**config.mk**
```make
export PLATFORM = sky130hd
export DESIGN_NAME = seven_segment_scanner
export DESIGN_NICKNAME = d
export VERILOG_FILES = /design/src/rtl/seg7_pkg.sv /design/src/rtl/seg7_encoder.sv /design/src/rtl/seven_segment_scanner.sv
export SDC_FILE = /design/constraint.sdc
export NUM_CORES = 1
export LEC_CHECK = 0
export CAP_MARGIN = 20
export CORE_UTILIZATION = 50
export CTS_CLUSTER_DIAMETER = 200
export DETAILED_ROUTE_END_ITERATION = 10
export GPL_ROUTABILITY_DRIVEN = 0
export PLACE_DENSITY = 0.75
export SETUP_SLACK_MARGIN = 0.5
export SLEW_MARGIN = 20
export SYNTH_ARGS = -nofsm -noshare
export SYNTH_HDL_FRONTEND = slang
export SYNTH_SLANG_ARGS = --single-unit
```
**constraint.sdc**
```tcl
create_clock -name CLK -period 4.6 [get_ports CLK]
set_clock_uncertainty 0.1 [all_clocks]
set_input_delay 0.92 -clock CLK [delete_from_list [all_inputs] [get_ports CLK]]
set_output_delay 0.92 -clock CLK [all_outputs]
set_load 0.02 [all_outputs]
```
**src/rtl/seg7_pkg.sv**
```systemverilog
// Glyph table and lookup helper shared by the 7-segment scanner and its encoder.
// Latency: n/a (constants and a pure function).
// Backpressure: n/a.
package seg7_pkg;

    localparam logic [6:0] SEG_BLANK = 7'h00;

    // Active-high abcdefg patterns (a at bit 6), entry 15 first so [n] indexes nibble n.
    localparam logic [15:0][6:0] GLYPH_TABLE = {
        7'h47, 7'h4F, 7'h3D, 7'h4E, 7'h1F, 7'h77,
        7'h7B, 7'h7F, 7'h70, 7'h5F, 7'h5B, 7'h33, 7'h79, 7'h6D, 7'h30, 7'h7E
    };

    function automatic logic [6:0] glyph(input logic [3:0] nibble, input logic hex_mode);
        logic [6:0] g;
        if (nibble > 4'd9 && !hex_mode) begin
            g = SEG_BLANK;
        end else begin
            g = GLYPH_TABLE[nibble];
        end
        return g;
    endfunction

endpackage

```
**src/rtl/seg7_encoder.sv**
```systemverilog
// Maps one nibble plus DP and blank request to an active-high {dp, abcdefg} pattern.
// Latency: combinational.
// Backpressure: none.
module seg7_encoder
    import seg7_pkg::*;
(
    input  logic [3:0] nibble,
    input  logic       dp,
    input  logic       blank,
    input  logic       hex_mode,
    output logic [7:0] pattern
);

    // The DP is independent of blanking so a suppressed digit can still show its point.
    assign pattern = {dp, blank ? SEG_BLANK : glyph(nibble, hex_mode)};

endmodule

```
**src/rtl/seven_segment_scanner.sv**
```systemverilog
// N-digit multiplexed 7-segment driver with per-frame snapshot, dead time and PWM dimming.
// Latency: segments/anodes/frame_tick are registered, one cycle behind the scan counters.
// Backpressure: none; the display scans continuously and ignores inputs between frame ends.
module seven_segment_scanner
    import seg7_pkg::*;
#(
    parameter int N_DIGITS    = 4,
    parameter int CLK_DIV     = 50000,
    parameter int DEAD_CYCLES = 500,
    parameter bit SEG_ACT_LOW = 1'b1,
    parameter bit AN_ACT_LOW  = 1'b1
) (
    input  logic                    CLK,
    input  logic                    RST,
    input  logic [4*N_DIGITS-1:0]   numbers,
    input  logic [N_DIGITS-1:0]     dp,
    input  logic                    hex_mode,
    input  logic                    blank_lz,
    input  logic [3:0]              brightness,
    output logic [7:0]              segments,
    output logic [N_DIGITS-1:0]     anodes,
    output logic                    frame_tick
);

    localparam int SW = $clog2(CLK_DIV);
    localparam int DW = $clog2(N_DIGITS);
    localparam logic [SW-1:0] SLOT_LAST  = SW'(CLK_DIV - 1);
    localparam logic [SW-1:0] SLOT_DEAD  = SW'(DEAD_CYCLES);
    localparam logic [DW-1:0] DIGIT_LAST = DW'(N_DIGITS - 1);
    localparam logic [7:0]          SEG_OFF = {8{SEG_ACT_LOW}};
    localparam logic [N_DIGITS-1:0] AN_OFF  = {N_DIGITS{AN_ACT_LOW}};

    logic [SW-1:0]         slot_cnt;
    logic [DW-1:0]         digit_idx;
    logic [3:0]            pwm_cnt;

    logic [4*N_DIGITS-1:0] snap_numbers;
    logic [N_DIGITS-1:0]   snap_dp;
    logic                  snap_hex;
    logic                  snap_lz;

    logic                  slot_wrap;
    logic                  frame_end;
    logic [N_DIGITS-1:0]   lz_blank;
    logic                  zero_above;
    logic [3:0]            cur_nibble;
    logic                  cur_dp;
    logic                  cur_blank;
    logic [7:0]            pattern;
    logic                  an_on;
    logic [N_DIGITS-1:0]   an_onehot;

    assign slot_wrap = (slot_cnt == SLOT_LAST);
    assign frame_end = slot_wrap && (digit_idx == DIGIT_LAST);

    // Leading-zero mask: walk from the leftmost digit down while every nibble so far is zero.
    always_comb begin
        lz_blank   = '0;
        zero_above = 1'b1;
        for (int i = N_DIGITS - 1; i >= 0; i--) begin
            zero_above  = zero_above && (snap_numbers[4*i +: 4] == 4'd0);
            lz_blank[i] = snap_lz && zero_above && (i != 0);
        end
    end

    always_comb begin
        cur_nibble = 4'd0;
        cur_dp     = 1'b0;
        cur_blank  = 1'b0;
        for (int i = 0; i < N_DIGITS; i++) begin
            if (digit_idx == DW'(i)) begin
                cur_nibble = snap_numbers[4*i +: 4];
                cur_dp     = snap_dp[i];
                cur_blank  = lz_blank[i];
            end
        end
    end

    seg7_encoder u_encoder (
        .nibble   (cur_nibble),
        .dp       (cur_dp),
        .blank    (cur_blank),
        .hex_mode (snap_hex),
        .pattern  (pattern)
    );

    assign an_on     = (slot_cnt >= SLOT_DEAD) && (brightness == 4'hF || pwm_cnt < brightness);
    assign an_onehot = N_DIGITS'(1) << digit_idx;

    always_ff @(posedge CLK) begin
        if (RST) begin
            slot_cnt   <= '0;
            digit_idx  <= '0;
            pwm_cnt    <= 4'd0;
            frame_tick <= 1'b0;
            segments   <= SEG_OFF;
            anodes     <= AN_OFF;
        end else begin
            if (slot_wrap) begin
                slot_cnt  <= '0;
                digit_idx <= (digit_idx == DIGIT_LAST) ? '0 : digit_idx + 1'b1;
            end else begin
                slot_cnt <= slot_cnt + 1'b1;
            end
            pwm_cnt    <= pwm_cnt + 4'd1;
            frame_tick <= frame_end;
            segments   <= pattern ^ SEG_OFF;
            anodes     <= an_on ? (an_onehot ^ AN_OFF) : AN_OFF;
        end
    end

    // Snapshot tracks the inputs throughout reset so the first frame shows current data.
    always_ff @(posedge CLK) begin
        if (RST || frame_end) begin
            snap_numbers <= numbers;
            snap_dp      <= dp;
            snap_hex     <= hex_mode;
            snap_lz      <= blank_lz;
        end
    end

endmodule
```
**After elaboration in Yosys (flattened, before gate mapping)**

Memories as Yosys holds them, arrays and structs flattened.
Cells that the tools add are included.

- Register bits: 57
- Bits in latches: 0
- RAM bits: 0
- ROM bits: 112
- Input bits: 28
- Output and inout port bits: 13
- Logic and storage cells: 59
- Memories: 1

Memory list:

| name | words | width | rd ports | clocked after memory_dff | wr ports | line | text |
|---|---|---|---|---|---|---|---|
| (no name shown) | 16 | 7 | 1 | 0 | 0 | seg7_pkg.sv:19 | `g = GLYPH_TABLE[nibble];` |

- Add/sub/neg operators: 3
- $mul: 0
- Divide/modulo/power cells: 0
- Magnitude comparators: 4
- Equality and inequality tests: 5
- Shifts and indexed selects: 1
- Multiplexer cells: 15
- Bitwise gates (word level): 3
- Reduce and logical (&&, ||, !) cells: 17

Operators with widths:

| kind | count |
|---|---|
| two-way mux 7 bit | 3 |
| adder 16 x 1 -> 16 bit (second input constant) | 1 |
| == test 16 bit (second input constant) | 1 |
| >= comparator 16 x 9 -> 1 bit (second input constant) | 1 |
| two-way mux 4 bit | 4 |
| zero test 4 bit | 3 |
| logical AND 1 bit | 8 |
| NOT 8 bit | 1 |
| two-way mux 1 bit | 7 |
| less-than comparator 4 x 5 -> 1 bit (second input constant) | 1 |
| adder 4 x 1 -> 4 bit (second input constant) | 1 |
| == test 2 bit (second input constant) | 2 |
| == test 4 bit (second input constant) | 1 |
| greater-than comparator 4 bit (second input constant) | 1 |
| less-than comparator 4 bit | 1 |
| NOT 4 bit | 1 |
| OR reduction 2 bit | 2 |
| << shifter 1 x 2 -> 4 bit (first input constant) | 1 |
| adder 2 x 1 -> 2 bit (second input constant) | 1 |
| == test 2 x 1 -> 1 bit (second input constant) | 1 |
| zero test 2 bit | 1 |
| logical OR 1 bit | 2 |
| two-way mux 2 bit | 1 |
| zero test 1 bit | 1 |
| NOT 1 bit | 1 |

**Longest topological paths before layout**

Gate-level depths: netlist of run 1.

- Word-level depth: 10
- Mapped depth: 11
- Gate-level depth less buffers: 11

**Hierarchy**

Synthesis of run 1 repeated with hierarchy kept, for this count alone.

- Cells, all modules: 254
- Area total of the unflattened synthesis: 2631.3 µm²

By module, submodules not included:

| module | instances | cells an instance | area an instance (µm²) | sequential area each (µm²) |
|---|---|---|---|---|
| seven_segment_scanner | 1 | 215 | 2351.0 | 1361.3 |
| seg7_encoder | 1 | 39 | 280.3 | 0.0 |

**Worst setup path before layout of run 1**

Ideal clock, no wire load.

- Kind: flip-flop to flip-flop
- Start: register digit_idx[1]
- End: register segments[2]
- Setup time: 79 ps
- Arrival time: 2203 ps
- Required time: 4421 ps
- Path slack: 2218 ps
- Cell stages (with the launch flop): 12
- Buffers on the path: 1
- Clock period less this slack: 2382 ps
- Path through: dfxtp_1 > inv_1 > ha_1 > buf_2 > nand3b_1 > a31oi_1 > inv_1 > ha_1 > inv_1 > a22oi_1 > o311a_1 > o211ai_1

- Longest elaborated chain between the ends: 10
- Elaborated cells on any way between the ends: 18
- Those cells by class: order compare: 1; eq/ne: 3; mux: 10; bitwise: 1; reduce/logical: 2; memory: 1

RTL lines:

| element | line | text |
|---|---|---|
| from (decl) | seven_segment_scanner.sv:34 | `logic [DW-1:0] digit_idx;` |
| from (signal assigned) | seven_segment_scanner.sv:101 | `digit_idx <= (digit_idx == DIGIT_LAST) ? '0 : digit_idx + 1'b1;` |
| zero test 2 bit | seven_segment_scanner.sv:71 | `if (digit_idx == DW'(i)) begin` |
| two-way mux 4 bit (4 in a row) | seven_segment_scanner.sv:71 |  |
| memory read (16 x 7 bit) or greater-than comparator 4 bit (tied branches) | -- |  |
| two-way mux 7 bit (not written as such) or logical AND 1 bit (tied branches) | seg7_pkg.sv:19, seg7_pkg.sv:16 |  |
| two-way mux 7 bit | seg7_pkg.sv:16 | `if (nibble > 4'd9 && !hex_mode) begin` |
| two-way mux 7 bit * | seg7_encoder.sv:15 | `assign pattern = {dp, blank ? SEG_BLANK : glyph(nibble, hex_mode)};` |
| NOT 8 bit (no source line) * | -- |  |
| to (signal assigned) | seven_segment_scanner.sv:107 | `segments <= pattern ^ SEG_OFF;` |
| to (decl) | seven_segment_scanner.sv:20 | `output logic [7:0] segments,` |

Every way passes the cells marked *; elsewhere a longest branch is shown, timed or not. The select of a mux whose other input is x is not followed.
A chain may end at the register's enable or synchronous reset.

**Worst setup path after layout of run 1**

- Start: register digit_idx[0]
- End: register segments[0]

Same word-level chain as after synthesis.

==> reports/qor.yml, run 1 <==
synth_cell_types: 50
hold_path.class: "reg -> reg"
grt_usage_pct: 18.96
leakagePower_uw: 0.001205
period_share_pct: 61.69
start_kind: "flip-flop"
vias: 1872
grt_pass1_vias: 1726
overflow: 0
seq_area_frac_synth_pct: 52.74
status: "completed"
fp.dieH_um: 73.85
rsz0062_at_grt: "no"
timing.fmax_mhz: 352.4
grt_max_degree: 23
drc: 0
async_flop_share_pct: 0
relSlewSlack_pct: 42.05
ys.flop_type: "dfxtp_1"
utilization_pct: 66.50
fillers: 383
fin_area_um2: 3224
r2r_setup_slack_ns: 1.76
numPortBuffers: 40
worst_pin_slew_ns: 0.8671
drive_above_1_share_pct: 6.552
critical_path.max_stage_delay_ns: 0.44
cts_buffers: 9
root_buffer: "clkbuf_8"
slew_violations: 0
hold_end: "pwm_cnt[0]"
reg2reg_from: "digit_idx[0]"
rows: 25
finalCriticalPeriod_ns: 2.838
num_io_pins: 41
ff2ff_path_depth: 10
drt_iter0_drc: 135
hold_depth: 1
clock_latency_ns: 0.34
path_cells: "ha_1 -> nand2b_1 -> o22ai_1 -> a31oi_1 -> inv_1 -> ha_1 -> inv_1 -> a22oi_1 -> o311a_1 -> o221ai_1"
cts.path.max_buffers: 2
ys_ff_latch: 57
cap_violations: 0
dieArea_um2: 5454
dp_hpwl_mm: 3.303
crit_type: "reg -> reg"
ys.warnings.count: 0
syn_inst: 240
cp-end-kind: "flip-flop"
timing.rr.end: "segments[0]"
syn-cell-area_um2: 2581
totalWireLength_mm: 4.612
antenna_left: 0
dpl_cell_area_um2: 3015
grt_pass1_wl_mm: 7.583
n_antenna_cell: 0
syn_to_final_growth_pct: 24.92
final_nets: 328
cp_slowest_cell: "o311a_1"
final_hold_viol_count: 0
cts_resized: 0
hold_start: "pwm_cnt[0]"
setup_viol: 0
yosysTopAreaCell: "dfxtp_1"
cts_setup_buffers: 0
synth_enable_flop_cells: 22
htreeDepth: 3
timing.final.ws_setup_ns: 1.762
tns_ns: 0
ys_top_cells_by_area: "dfxtp_1 (27%), edfxtp_1 (26%), ha_1 (7.3%)"
clk_pin_slew_ns: 0.07
firstDrtPassIters: 6
post_drt_wl_per_cell_um: 12.92
synth_top_area_share_pct: 27.14
cts_hold_buf: 0
initial_core_util_pct: 53.24
clock_sinks: 57
crit_arrival_ns: 2.99
worstPathMaxFanout: 13
cts_tree: "done"
syn_area_per_cell_um2: 10.76
fp.dieW_um: 73.85
dp_slack_ns: 1.673
required_ns: 4.75
antenna_found_initial: 0
synth_fp_nets: 283
fp.coreArea_um2: 4848
power_density_nw_per_um2: 355.6
peakVddDrop_mv: 0.2356
routed_via_density: 5.244
[cells by family after synthesis]
family / after synthesis / synth area share, %
buffers and inverters: 22 / 4.265
XOR/XNOR: 16 / 5.429
AND/OR/NAND/NOR: 86 / 16.82
adder cells (fa/ha/maj): 15 / 7.271
multiplexers: 4 / 1.551
AO/OA/AOI/OAI: 40 / 11.92
flip-flops: 57 / 52.74
[registers in the layout, indices dropped and copies added, names as in the netlist]
| register | cells |
|---|---|
| slot_cnt | 16 |
| snap_dp | 4 |
| snap_hex | 1 |
| frame_tick | 1 |
| segments | 8 |
| anodes | 4 |
| digit_idx | 2 |
| snap_lz | 1 |
| pwm_cnt | 4 |
| snap_numbers | 16 |
[layout make-up]
class | instances | area [um^2] | share of cell area, %
Tap cell | 67 | 83.83 | 2.600
Clock buffer | 9 | 123.9 | 3.842
Inverter | 16 | 60.06 | 1.863
Multi-Input combinational cell | 161 | 1110 | 34.42
Timing Repair Buffer | 40 | 400.4 | 12.42
Sequential cell | 57 | 1361 | 42.22
Clock inverter | 7 | 85.08 | 2.639
[metal layers]
metal	global-route usage, %	routed length (um)
met1	25.31	2289
met2	26.91	2003
met3	7.407	243
met4	8.761	75
met5	0	0
[Yosys cell counts, types with 3 or more instances]
library cell  count
nand3_1          11
nor3_1            6
edfxtp_1         22
mux2i_1           4
xor2_1            6
nand3b_1          3
nand2_1          13
nand2b_1          3
nor2b_1           3
xnor2_1          10
a21oi_1           4
ha_1             15
nor2_1           32
o211ai_1          8
a221o_1           3
dfxtp_1          35
inv_1            16
[critical path, delay by kind of cell (launching register included)]
family | cells | cell delay (ns)
buf+inv | 2 | 0.24
fa+ha+maj | 2 | 0.69
compound gates | 5 | 1.07
flops | 1 | 0.41
simple gates | 1 | 0.23
[stage by stage]
| stage | hold WS [ns] | instances | power [uW] |
|---|---|---|---|
| floorplan | 0.3255 | 240 | 619.0 |
| global placement | 0.3499 | 341 | 661.6 |
| detailed placement | 0.3561 | 341 | 662.9 |
| CTS | 0.3711 | 357 | 1153 |
| global route | 0.4066 | 357 | 1186 |
| finish | 0.3637 | 357 | 1147 |
[worst max-delay path by stage]
stage / from / slack [ns] / cells after the start / to
3_3_place_gp: RST / 1.73 / 3 / snap_hex
2_1_floorplan: digit_idx[1] / 2.22 / 11 / segments[2]
5_1_grt: digit_idx[0] / 1.52 / 10 / segments[0]
6_report: digit_idx[0] / 1.76 / 10 / segments[0]
4_1_cts: digit_idx[0] / 1.78 / 10 / segments[0]
3_5_place_dp: RST / 1.67 / 3 / snap_numbers[9]
[power breakdown]
part           total [uW]  leakage [uW]  internal, uW  switching, uW
logic                94.0      0.000600          50.0           44.0
registers             558      0.000501           547           11.1
clock network         494      0.000104           299            196
[layout by cell type, fill, tap and decap left out, drive strengths merged, types with 4 or more instances in the layout]
master          n
a21oi           5
clkbuf          9
clkdlybuf4s50  40
clkinv          4
dfxtp          35
edfxtp         22
ha             15
inv            16
mux2i           4
nand2          13
nand3          11
nor2           32
nor3            6
o211ai          8
xnor2          10
xor2            6
No activity file was read; power rests on OpenSTA's default activity.
==> inputs of run 2 (changes only) <==
CORE_UTILIZATION = 48   (was 50)
PLACE_DENSITY = 0.76   (was 0.75)
clock period = 2.35 ns   (was 4.6 ns; I/O delays follow)
==> reports/qor.yml, run 2 (synthesis results as in run 1) <==
status: "completed"
cts_hold_buf: 0
dp_hpwl_mm: 3.460
dieArea_um2: 5675
antenna_left: 0
setup_viol: 0
slew_violations: 0
p_clk_share_pct: 39.3
grt_max_degree: 23
worst_pin_slew_ns: 0.5004
final_cell_mix: "dfxtp_1 (32), clkdlybuf4s50_1 (32), nor2_1 (31)"
htreeDepth: 3
crit_arrival_ns: 2.37
period_share_pct: 94.48
start_kind: "flip-flop"
top_regs: "slot_cnt x16, snap_numbers x16, segments x8"
fp.dieW_um: 75.33
final_hold_viol_count: 0
drive_above_1_share_pct: 23.55
ff2ff_path_depth: 9
tns_ns: 0
peakVddDrop_mv: 0.4556
p_int_uw: 1652
numPortBuffers: 40
timing.final.ws_setup_ns: 0.1298
vias: 2010
grt_pass1_wl_mm: 8.390
fp.coreArea_um2: 5140
pwr-share-comb_pct: 10.0
cp-end-kind: "flip-flop"
hold_path.class: "reg -> reg"
root_buffer: "clkbuf_8"
clock_latency_ns: 0.33
grt_usage_pct: 20.29
grt_pass1_vias: 1823
final_nets: 348
power_density_nw_per_um2: 603.1
num_io_pins: 41
crit_type: "reg -> reg"
clk_pin_slew_ns: 0.07
finalCriticalPeriod_ns: 2.220
cap_violations: 0
leakagePower_uw: 0.001377
cts_buffers: 9
initial_core_util_pct: 50.22
hold_depth: 1
post_drt_wl_per_cell_um: 14.59
p_sw_share_pct: 23.29
drc: 0
totalWireLength_mm: 5.545
clock_sinks: 57
timing.fmax_mhz: 450.4
dp_slack_ns: -0.01220
cts.path.max_buffers: 2
overflow: 0
p_seq_share_pct: 50.7
drt_iter0_drc: 143
n_antenna_cell: 0
p_switching_uw: 501.5
fp.dieH_um: 75.33
rows: 26
relSlewSlack_pct: 66.38
syn_to_final_growth_pct: 38.34
antenna_found_initial: 0
required_ns: 2.50
firstDrtPassIters: 5
rsz0062_at_grt: "yes"
worstPathMaxFanout: 7
cts_tree: "done"
routed_via_density: 5.289
run 2: cell count changes in the layout (fill, tap and decap cells not counted), sizes merged:
cell,delta
clkbuf,+3
clkinv,-2
clkinvlp,+1
dlymetal6s2s,+8
clkdlybuf4s50,-8
buf,+20
bufinv,-2
run 2: critical path, stage by stage, from the launching register on:
cell and delay (ns):
dfxtp_4 0.39, inv_2 0.06, ha_4 0.18, nand3b_1 0.16
a221o_1 0.40, ha_2 0.21, inv_2 0.08, a22oi_2 0.08
o311a_4 0.37, o211ai_1 0.10
run 2: final cells by class:
cell class	instances	area, um^2
fillers	393	1569
clock inverters	4	25.02
inverters	16	62.56
repair buffers	60	574.3
clock buffers	12	166.4
multi-input cells	161	1282
well taps	70	87.58
flip-flops and latches	57	1373
run 2: worst paths after layout:
path | slack, ns | from | end
worst max-delay path | 0.13 | digit_idx[1] | segments[2]
worst min register to register | 0.36 | pwm_cnt[0] | pwm_cnt[0]
worst min-delay path | 0.36 | pwm_cnt[0] | pwm_cnt[0]
worst max register to register | 0.13 | digit_idx[1] | segments[2]
run 2: power groups by stage:
stage / Clock (uW) / Combinational (uW) / Sequential, uW
final: 847 / 216 / 1090
after detailed placement: 0 / 189 / 1110
after CTS: 862 / 202 / 1090
after global placement: 0 / 185 / 1110
after floorplan: 0 / 91.9 / 1120
after global routing: 909 / 235 / 1100
run 2: repair_timing:
| item | in CTS | in global routing |
|---|---|---|
| buffers inserted | 12 | 4 |
| gates resized for setup | 9 | 26 |
| endpoints found under the setup margin | 48 | 57 |
| pin swaps | 13 | 20 |
run 2: stage by stage:
step / std cells / total power [uW] / hold slack, ns / area, um^2 / utilization [%]
floorplan: 240 / 1213 / 0.3255 / 2660 / -
global placement: 348 / 1298 / 0.3459 / 3122 / 60.74
detailed placement: 348 / 1303 / 0.3563 / 3122 / 60.74
CTS: 376 / 2156 / 0.3716 / 3441 / 66.94
global route: 380 / 2239 / 0.4114 / 3571 / 69.47
finish: 380 / 2154 / 0.3642 / 3571 / 69.47
run 2: routing by layer:
metal	GRT usage, %	vias to the layer above	wire, um
met5	0	-	0
met4	10.70	0	127
met3	4.365	15	288
met2	32.74	74	2675
li1	-	986	-
met1	25.65	935	2453
==> inputs of run 3 (changes only) <==
SETUP_SLACK_MARGIN = not set   (was 0.5)
==> reports/qor.yml, run 3 (synthesis results as in run 1) <==
cts_tree: "done"
clk_pin_slew_ns: 0.07
rows: 26
clock_latency_ns: 0.33
start_kind: "flip-flop"
period_share_pct: 97.31
status: "completed"
top_regs: "slot_cnt x16, snap_numbers x16, segments x8"
grt_usage_pct: 18.50
drt_iter0_drc: 148
pwr-share-comb_pct: 9.9
grt_max_degree: 23
num_io_pins: 41
power_density_nw_per_um2: 617.8
final_common_cell: "clkdlybuf4s50_1"
post_drt_wl_per_cell_um: 13.29
cp-end-kind: "flip-flop"
power_uw: 2157
overflow: 0
fp.dieH_um: 75.33
n_antenna_cell: 0
dpl_cell_area_um2: 3173
timing.fmax_mhz: 437.3
firstDrtPassIters: 4
final_hold_viol_count: 0
worstPathMaxFanout: 7
final_nets: 351
syn_to_final_growth_pct: 35.24
dieArea_um2: 5675
cap_violations: 0
grt_pass1_vias: 1765
fin_area_um2: 3491
fp.coreArea_um2: 5140
worst_pin_slew_ns: 0.6206
p_clk_share_pct: 39.4
p_int_uw: 1664
numPortBuffers: 40
antenna_left: 0
root_buffer: "clkbuf_8"
leakagePower_uw: 0.001321
hold_path.class: "reg -> reg"
antenna_found_initial: 0
dp_hpwl_mm: 3.471
vias: 1969
relSlewSlack_pct: 58.24
peakVddDrop_mv: 0.4969
fp.dieW_um: 75.33
final_cell_mix: "clkdlybuf4s50_1 (40), dfxtp_1 (33), nor2_1 (31)"
initial_core_util_pct: 50.22
drc: 0
drive_above_1_share_pct: 20.77
ff2ff_path_depth: 10
cts.path.max_buffers: 2
r2r_setup_slack_ns: 0.06
p_seq_share_pct: 50.7
totalWireLength_mm: 5.089
crit_type: "reg -> reg"
grt_pass1_wl_mm: 7.686
crit_arrival_ns: 2.43
htreeDepth: 3
clock_sinks: 57
routed_via_density: 5.141
required_ns: 2.50
setup_viol: 0
p_switching_uw: 492.9
p_sw_share_pct: 22.86
cts_buffers: 9
finalCriticalPeriod_ns: 2.287
slew_violations: 0
hold_depth: 1
==> run 3: changes by cell type in the layout (fill, tap and decap cells not counted), moves of 2 or more <==
| cell | delta |
|---|---|
| dlymetal6s2s_1 | -8 |
| buf_4 | +2 |
| nand2_1 | +2 |
| ha_4 | -2 |
| clkdlybuf4s50_1 | +8 |
| inv_1 | +2 |
| clkinv_2 | +2 |
==> run 3: what timing repair did <==
item | CTS | global route
hold buffers | 0 | 0
resized for setup | 4 | 22
pin swaps | 3 | 6
buffers inserted | 2 | 3
endpoints found under the setup margin | 7 | 7
==> run 3: cell type report <==
cell class / instances / area [um^2]
fill: 428 / 1649
tap: 70 / 87.58
clock buffer: 9 / 123.9
timing repair buffer: 63 / 589.3
sequential: 57 / 1369
clock inverter: 7 / 61.31
multi-input combinational: 161 / 1200
inverter: 16 / 60.06
==> run 3: path summary, 6_finish.rpt <==
check / startpoint / end
setup / recovery: digit_idx[0] / segments[4]
hold / removal: pwm_cnt[0] / pwm_cnt[0]
setup reg to reg: digit_idx[0] / segments[4]
hold reg to reg: pwm_cnt[0] / pwm_cnt[0]
==> run 3: routing by layer <==
metal	share of wire (%)	wire length [um]	track usage, %	vias to the layer above
li1	-	-	-	993
met2	47	2403	28.47	45
met3	4.1	210	5.026	7
met4	1.3	68	8.025	0
met1	47	2407	24.62	924
met5	0	0	0	-
==> run 3: power groups by stage <==
| stage | Clock (uW) | Combinational, uW | Sequential, uW |
|---|---|---|---|
| finish | 851 | 213 | 1090 |
| global route | 898 | 235 | 1100 |
| CTS | 866 | 200 | 1090 |
| detailed placement | 0 | 196 | 1120 |
| global placement | 0 | 194 | 1110 |
| floorplan | 0 | 88.8 | 1120 |
==> run 3: per-stage QoR <==
stage,hold slack (ns),TNS (ns),setup WS [ns],std cells,utilization [%]
6_report,0.3673,0,0.06316,383,67.92
5_1_grt,0.3928,-0.2096,-0.04964,383,67.92
4_1_cts,0.3733,0,0.007675,380,65.80
3_5_place_dp,0.3605,-0.3605,-0.09255,362,61.73
3_3_place_gp,0.3449,0,0.01163,362,61.73
2_1_floorplan,0.3255,0,0.009008,240,-
==> run 3: worst max-delay path, cell delays in order (launching register included) <==
cell and delay (ns):
dfxtp_4 0.37, inv_2 0.05, ha_2 0.19, buf_4 0.14, nor3b_1 0.13, a221o_1 0.32, ha_2 0.22, inv_2 0.06
a22oi_2 0.08, o311a_4 0.43, o211ai_1 0.10
